===== src/rtl/spi_adc_scanner_pkg.sv =====
// rtl/spi_adc_scanner_pkg.sv - shared types and constants for the SPI ADC scanner
package spi_adc_pkg;

    typedef enum logic [2:0] {
        ST_IDLE,
        ST_CS_SETUP,
        ST_SHIFT,
        ST_CS_HOLD,
        ST_GAP
    } state_t;

    localparam int FRAME_OFS  = 6;
    localparam int CH_FIELD_W = 3;

    function automatic int ch_width(input int n);
        return (n > 1) ? $clog2(n) : 1;
    endfunction

    // Command word per SCK period: start, SGL, D2, D1, D0, then zeros.
    function automatic logic cmd_bit(input int unsigned period, input logic [CH_FIELD_W-1:0] ch);
        case (period)
            32'd0, 32'd1: return 1'b1;
            32'd2:        return ch[2];
            32'd3:        return ch[1];
            32'd4:        return ch[0];
            default:      return 1'b0;
        endcase
    endfunction

endpackage


===== src/rtl/spi_adc_scanner_sck_tick_gen.sv =====
// rtl/spi_adc_scanner_sck_tick_gen.sv - SCK half-period tick every CLK_DIV clk cycles
module sck_tick_gen #(
    parameter int CLK_DIV = 4
) (
    input  logic clk,
    input  logic reset,
    input  logic clear,
    output logic tick
);
    localparam int CNT_W = (CLK_DIV > 1) ? $clog2(CLK_DIV) : 1;
    localparam logic [CNT_W-1:0] TERM = CNT_W'(CLK_DIV - 1);

    logic [CNT_W-1:0] cnt;

    always_ff @(posedge clk) begin
        if (reset || clear) begin
            cnt <= '0;
        end else if (cnt == TERM) begin
            cnt <= '0;
        end else begin
            cnt <= cnt + CNT_W'(1);
        end
    end

    assign tick = (cnt == TERM) && !clear;

endmodule


===== src/rtl/spi_adc_scanner.sv =====
// rtl/spi_adc_scanner.sv - multi-channel SPI ADC scanner (mode 0, MCP320x-style frame)
// Optional 4x averaging per channel with SPI_ADC_AVG_EN.
module spi_adc_scanner
    import spi_adc_pkg::*;
#(
    parameter int  DATA_W  = 12,
    parameter int  N_CH    = 4,
    parameter int  CLK_DIV = 4,
    localparam int CH_W    = ch_width(N_CH)
) (
    input  logic              clk,
    input  logic              reset,
    input  logic              start,
    input  logic              continuous,
    input  logic              MISO,
    output logic              MOSI,
    output logic              SCK,
    output logic              CS,
    output logic [DATA_W-1:0] o_DATA,
    output logic [CH_W-1:0]   o_CH,
    output logic              DATA_VALID,
    output logic              scan_done,
    output logic              busy
);
    localparam int FRAME  = FRAME_OFS + DATA_W;
    localparam int HALF_W = $clog2(2 * FRAME);
    localparam logic [HALF_W-1:0] LAST_HALF = HALF_W'(2 * FRAME - 1);
    localparam logic [CH_W-1:0]   LAST_CH   = CH_W'(N_CH - 1);

    state_t                  state;
    logic                    tick;
    logic                    tick_clear;
    logic                    hold_end;
    logic [HALF_W-1:0]       half_cnt;
    logic [HALF_W-1:0]       next_period;
    logic [CH_W-1:0]         ch_idx;
    logic [CH_FIELD_W-1:0]   ch_field;
    logic [DATA_W-1:0]       shreg;
    logic [DATA_W-1:0]       result;
    logic                    conv_final;
    logic                    scan_end;
    logic                    wrap;

    assign tick_clear  = (state == ST_IDLE);
    assign hold_end    = (state == ST_CS_HOLD) && tick;
    assign ch_field    = CH_FIELD_W'(ch_idx);
    assign next_period = (half_cnt >> 1) + HALF_W'(1);

    // Every phase is a whole number of ticks, so one divider times the lot.
    sck_tick_gen #(.CLK_DIV(CLK_DIV)) u_tick (
        .clk   (clk),
        .reset (reset),
        .clear (tick_clear),
        .tick  (tick)
    );

`ifdef SPI_ADC_AVG_EN
    logic [1:0]        avg_cnt;
    logic [DATA_W+1:0] acc;
    logic [DATA_W+1:0] acc_sum;

    assign acc_sum    = acc + {2'b00, shreg};
    assign conv_final = (avg_cnt == 2'd3);
    assign result     = acc_sum[DATA_W+1:2];

    always_ff @(posedge clk) begin
        if (reset || state == ST_IDLE) begin
            avg_cnt <= '0;
            acc     <= '0;
        end else if (hold_end) begin
            avg_cnt <= avg_cnt + 2'd1;
            acc     <= conv_final ? '0 : acc_sum;
        end
    end
`else
    assign conv_final = 1'b1;
    assign result     = shreg;
`endif

    always_ff @(posedge clk) begin
        if (reset) begin
            state      <= ST_IDLE;
            CS         <= 1'b1;
            SCK        <= 1'b0;
            MOSI       <= 1'b0;
            o_DATA     <= '0;
            o_CH       <= '0;
            DATA_VALID <= 1'b0;
            scan_done  <= 1'b0;
            busy       <= 1'b0;
            ch_idx     <= '0;
            half_cnt   <= '0;
            shreg      <= '0;
            scan_end   <= 1'b0;
            wrap       <= 1'b0;
        end else begin
            DATA_VALID <= 1'b0;
            scan_done  <= 1'b0;
            case (state)
                ST_IDLE: begin
                    if (start || continuous) begin
                        state <= ST_CS_SETUP;
                        CS    <= 1'b0;
                        busy  <= 1'b1;
                    end
                end
                ST_CS_SETUP: begin
                    if (tick) begin
                        state    <= ST_SHIFT;
                        half_cnt <= '0;
                        MOSI     <= cmd_bit(0, ch_field);
                    end
                end
                ST_SHIFT: begin
                    if (tick) begin
                        SCK <= ~SCK;
                        // Rising half: capture MISO; falling half: present next command bit.
                        if (!SCK) begin
                            shreg <= {shreg[DATA_W-2:0], MISO};
                        end else begin
                            MOSI <= cmd_bit(32'(next_period), ch_field);
                        end
                        if (half_cnt == LAST_HALF) begin
                            state <= ST_CS_HOLD;
                        end else begin
                            half_cnt <= half_cnt + HALF_W'(1);
                        end
                    end
                end
                ST_CS_HOLD: begin
                    if (tick) begin
                        state    <= ST_GAP;
                        CS       <= 1'b1;
                        half_cnt <= '0;
                        if (conv_final) begin
                            o_DATA     <= result;
                            o_CH       <= ch_idx;
                            DATA_VALID <= 1'b1;
                            scan_done  <= (ch_idx == LAST_CH);
                            scan_end   <= (ch_idx == LAST_CH);
                            ch_idx     <= (ch_idx == LAST_CH) ? '0 : ch_idx + CH_W'(1);
                        end else begin
                            scan_end <= 1'b0;
                        end
                    end
                end
                ST_GAP: begin
                    if (scan_done) begin
                        wrap <= continuous;
                    end
                    if (tick) begin
                        if (half_cnt == '0) begin
                            half_cnt <= HALF_W'(1);
                        end else if (scan_end && !wrap) begin
                            state <= ST_IDLE;
                            busy  <= 1'b0;
                        end else begin
                            state <= ST_CS_SETUP;
                            CS    <= 1'b0;
                        end
                    end
                end
                default: state <= ST_IDLE;
            endcase
        end
    end

endmodule


===== config.mk =====
export PLATFORM = sky130hd
export DESIGN_NAME = spi_adc_scanner
export DESIGN_NICKNAME = d
export VERILOG_FILES = /design/src/rtl/spi_adc_scanner_pkg.sv /design/src/rtl/spi_adc_scanner_sck_tick_gen.sv /design/src/rtl/spi_adc_scanner.sv
export SDC_FILE = /design/constraint.sdc
export NUM_CORES = 1
export LEC_CHECK = 0
export CAP_MARGIN = 20
export CORE_UTILIZATION = 40
export CTS_CLUSTER_SIZE = 8
export DETAILED_ROUTE_END_ITERATION = 16
export SLEW_MARGIN = 20
export SYNTH_ARGS = -nofsm -noshare
export SYNTH_HDL_FRONTEND = slang
export SYNTH_SLANG_ARGS = --single-unit

===== constraint.sdc =====
create_clock -name clk -period 1.8 [get_ports clk]
set_clock_uncertainty 0.1 [all_clocks]
set_input_delay 0.36 -clock clk [delete_from_list [all_inputs] [get_ports clk]]
set_output_delay 0.36 -clock clk [all_outputs]
set_load 0.005 [all_outputs]

==> impl_metrics.prom <==
# TYPE chip_impl_metric gauge
chip_impl_info{name="synthMostInstantiatedCell",value="dfxtp_1"} 1
chip_impl_metric{name="syn_avg_cell_area",unit="um^2"} 8.98
chip_impl_metric{name="dp.cells",unit=""} 328
chip_impl_metric{name="post_cts_hold_buffer_count",unit=""} 0
chip_impl_metric{name="drc",unit=""} 0
chip_impl_metric{name="post_drt_wl_per_cell",unit="um"} 13.1
chip_impl_metric{name="async_reset_ff_frac",unit=""} 0
chip_impl_info{name="crit_end_element",value="output pin"} 1
chip_impl_info{name="critical-path-top-delay-family",value="buffers and inverters"} 1
chip_impl_metric{name="vias_per_cell",unit=""} 5.16
chip_impl_metric{name="critical_path_arrival",unit="ps"} 1270
chip_impl_metric{name="mappedNetlistNets",unit=""} 240
chip_impl_info{name="synthDominantAreaCellType",value="dfxtp_1"} 1
chip_impl_metric{name="ios",unit=""} 25
chip_impl_metric{name="max_incr_delay_on_cp",unit="ps"} 540
chip_impl_metric{name="final.setup.tns",unit="ps"} 0
chip_impl_metric{name="leak_pwr",unit="uW"} 0.000961
chip_impl_info{name="synthFlopType",value="dfxtp_1"} 1
chip_impl_info{name="hold_class",value="flip-flop to flip-flop"} 1
chip_impl_metric{name="crit_cells",unit=""} 1
chip_impl_metric{name="antenna_found_initial",unit=""} 0
chip_impl_metric{name="finalWeightedCongestion",unit=""} 0.800
chip_impl_metric{name="timing.max_cap.violations",unit=""} 0
chip_impl_metric{name="fmaxAchievable",unit="MHz"} 578
chip_impl_info{name="timing.critical_path.cells",value="clkdlybuf4s50_1"} 1
chip_impl_metric{name="pwr_density_cell",unit="nW/um^2"} 765
chip_impl_metric{name="slew_headroom",unit=""} 0.756
chip_impl_info{name="synthTopCellsByCount",value="dfxtp_1 (47), nand2_1 (46), a21oi_1 (23)"} 1
chip_impl_metric{name="synth_sequential_area_ratio",unit=""} 0.454
chip_impl_metric{name="number_of_distinct_library_cell_variants_in_the_gate_level_netlist_after_synthesis",unit=""} 47
chip_impl_metric{name="die_width",unit="um"} 74.0
chip_impl_metric{name="cts_max_path_buffers",unit=""} 2
chip_impl_metric{name="initial_utilization",unit=""} 0.428
chip_impl_metric{name="n_antenna_cell",unit=""} 0
chip_impl_info{name="crit_slowest_cell",value="clkdlybuf4s50_1"} 1
chip_impl_metric{name="numCtsBuffers",unit=""} 5
chip_impl_metric{name="ff2ff_setup_slack",unit="ps"} 130
chip_impl_metric{name="final.min_clock_period",unit="ps"} 1730
chip_impl_metric{name="vdd.ir_drop.worst",unit="mV"} 0.413
chip_impl_metric{name="post-route-worst-setup-slack",unit="ps"} 68.7
chip_impl_metric{name="final-max-slew-violation-count",unit=""} 0
chip_impl_info{name="status",value="completed"} 1
chip_impl_metric{name="router_iterations_before_antenna_repair",unit=""} 4
chip_impl_metric{name="synthDominantCellAreaShare",unit=""} 0.454
chip_impl_metric{name="hpwl",unit="um"} 3170
chip_impl_metric{name="cp_max_fo",unit=""} 5
chip_impl_metric{name="dpl_worst_slack",unit="ps"} 74.7
chip_impl_metric{name="synthCells",unit=""} 231
chip_impl_metric{name="clk_pin_slew",unit="ps"} 80
chip_impl_metric{name="area_delta_synth_final",unit="%"} 26.4
chip_impl_metric{name="fin_nets",unit=""} 277
chip_impl_metric{name="via_count_of_the_first_global_routing_pass",unit=""} 1657
chip_impl_metric{name="synthesis.area",unit="um^2"} 2070
chip_impl_info{name="ctsRootBufferMaster",value="clkbuf_8"} 1
chip_impl_metric{name="timing_hold_violations_final",unit=""} 0
chip_impl_metric{name="vias",unit=""} 1730
chip_impl_metric{name="htree_num_levels",unit=""} 2
chip_impl_metric{name="drt_iter0_markers",unit=""} 85
chip_impl_metric{name="finish.utilization",unit=""} 0.541
chip_impl_metric{name="die_height",unit="um"} 74.0
chip_impl_metric{name="ys.warnings.count",unit=""} 0
chip_impl_metric{name="worst_pin_slew",unit="ps"} 366
chip_impl_metric{name="remaining_antenna_violation_count_after_routing",unit=""} 0
chip_impl_info{name="timing_worst_setup_path_type",value="flip-flop to output pin"} 1
chip_impl_metric{name="clock-sinks",unit=""} 47
chip_impl_metric{name="groute.usage.overall",unit=""} 0.184
chip_impl_metric{name="setup-violations-final",unit=""} 0
chip_impl_metric{name="placement.io_buffers",unit=""} 24
chip_impl_metric{name="grt_start_max_net_pins",unit=""} 20
chip_impl_metric{name="clk-insertion-delay-late",unit="ps"} 300
chip_impl_metric{name="final_layout_size_suffix_gt1_frac",unit=""} 0.168
chip_impl_info{name="tritoncts",value="done"} 1
chip_impl_info{name="worstSetupStartpointType",value="flip-flop"} 1
chip_impl_metric{name="synth-edff-count",unit=""} 0
chip_impl_metric{name="min_period_over_period",unit=""} 0.962
chip_impl_metric{name="whs_path_depth",unit=""} 1
chip_impl_info{name="rsz0062_at_grt",value="no"} 1
chip_impl_metric{name="cp_data_required_time",unit="ps"} 1340
chip_impl_metric{name="grt-ovfl-total",unit=""} 0
chip_impl_metric{name="fin_cells",unit=""} 335
chip_impl_metric{name="grt_pass1_wl",unit="um"} 7620
chip_impl_metric{name="core",unit="um^2"} 4850
chip_impl_metric{name="cp.buffers_inverters",unit=""} 1
chip_impl_metric{name="design.die.area",unit="um^2"} 5480
chip_impl_metric{name="num_rows",unit=""} 25
chip_impl_info{name="top_cells_by_area_synth",value="dfxtp_1 (45%), nand2_1 (8.3%), mux2i_1 (7.2%), a21oi_1 (5.6%), nor2_1 (4.0%)"} 1
chip_impl_metric{name="timing.reg2reg.worst_path_depth",unit=""} 5
chip_impl_metric{name="detailed_route_wire_length",unit="um"} 4390
chip_impl_metric{name="postSynthRegisterBits",unit=""} 47
-- power breakdown --
part	internal (uW)	switching [uW]	leakage, uW
combinational	91.7	93.9	0.000532
clock	406	347	0.0000502
sequential	1050	13.4	0.000380
-- timing repair --
item / in CTS / in global routing
resized for setup: 0 / 6
endpoints found under the setup margin: 0 / 13
buffers inserted: 0 / 0
-- per-layer routing --
| metal | vias up | part of all wire | global-route usage |
|---|---|---|---|
| met5 | - | 0 | 0 |
| met4 | 0 | 0.016 | 0.0705 |
| met3 | 5 | 0.037 | 0.0366 |
| met2 | 26 | 0.48 | 0.302 |
| met1 | 820 | 0.47 | 0.238 |
| li1 | 879 | - | - |
-- cell type report --
| type | count | area, um^2 |
|---|---|---|
| clock buffer | 5 | 68.8 |
| clock inverter | 2 | 37.5 |
| fill | 453 | 2230 |
| inverter | 4 | 15.0 |
| multi-input combinational | 165 | 1050 |
| sequential | 47 | 941 |
| tap | 67 | 83.8 |
| timing repair buffer | 45 | 427 |
-- sequential cells by signal, indices dropped and copies added, names as in the netlist --
register / cells
result: 12
scan_done: 1
ch_idx: 2
u_tick.cnt: 2
SCK: 1
MOSI: 1
scan_end: 1
half_cnt: 6
o_CH: 2
DATA_VALID: 1
wrap: 1
state: 3
CS: 1
busy: 1
o_DATA: 12
-- cell usage in the layout (no fill, tap or decap), types with 2 or more instances in the layout --
cell,Yosys,layout
dfxtp_1,47,47
nand2_1,46,46
clkdlybuf4s50_1,0,24
a21oi_1,23,23
nor2_1,22,20
buf_4,3,18
mux2i_1,15,15
clkbuf_8,0,5
inv_1,4,4
nand3_1,4,4
o21ai_0,4,4
ha_1,4,4
a311oi_2,2,3
or3_1,3,3
and2b_1,2,2
nor2_2,0,2
nor3_2,2,2
nand3b_1,2,2
nor2b_1,3,2
a41oi_1,2,2
a311oi_1,3,2
a41o_1,2,2
nor3_1,2,2
o31ai_1,2,2
buf_12,0,2
-- worst paths after layout --
path | startpoint | endpoint
max reg2reg | state[0]$_SDFFE_PP0P_ | CS$_SDFFE_PP1P_
min | u_tick.cnt[0]$_SDFF_PP0_ | u_tick.cnt[0]$_SDFF_PP0_
max | SCK$_SDFFE_PP0P_ | SCK
min reg2reg | u_tick.cnt[0]$_SDFF_PP0_ | u_tick.cnt[0]$_SDFF_PP0_
-- through the flow --
stage / total power (uW) / area (um^2) / hold slack (ps)
floorplan: 1200 / 2070 / 308
global placement: 1270 / 2490 / 315
detailed placement: 1260 / 2490 / 328
CTS: 2020 / 2590 / 339
global route: 2080 / 2620 / 371
finish: 2010 / 2620 / 344
-- cells by family after synthesis --
kind of cell             after synthesis  synth area share
AND/OR/NAND/NOR                       99             0.240
flip-flops                            47             0.454
AO/OA/AOI/OAI                         45             0.150
buffers and inverters                 19            0.0513
multiplexers                          15            0.0724
adder cells (fa/ha/maj)                4            0.0241
XOR/XNOR                               2           0.00845
(Power assumes the default switching activity.)
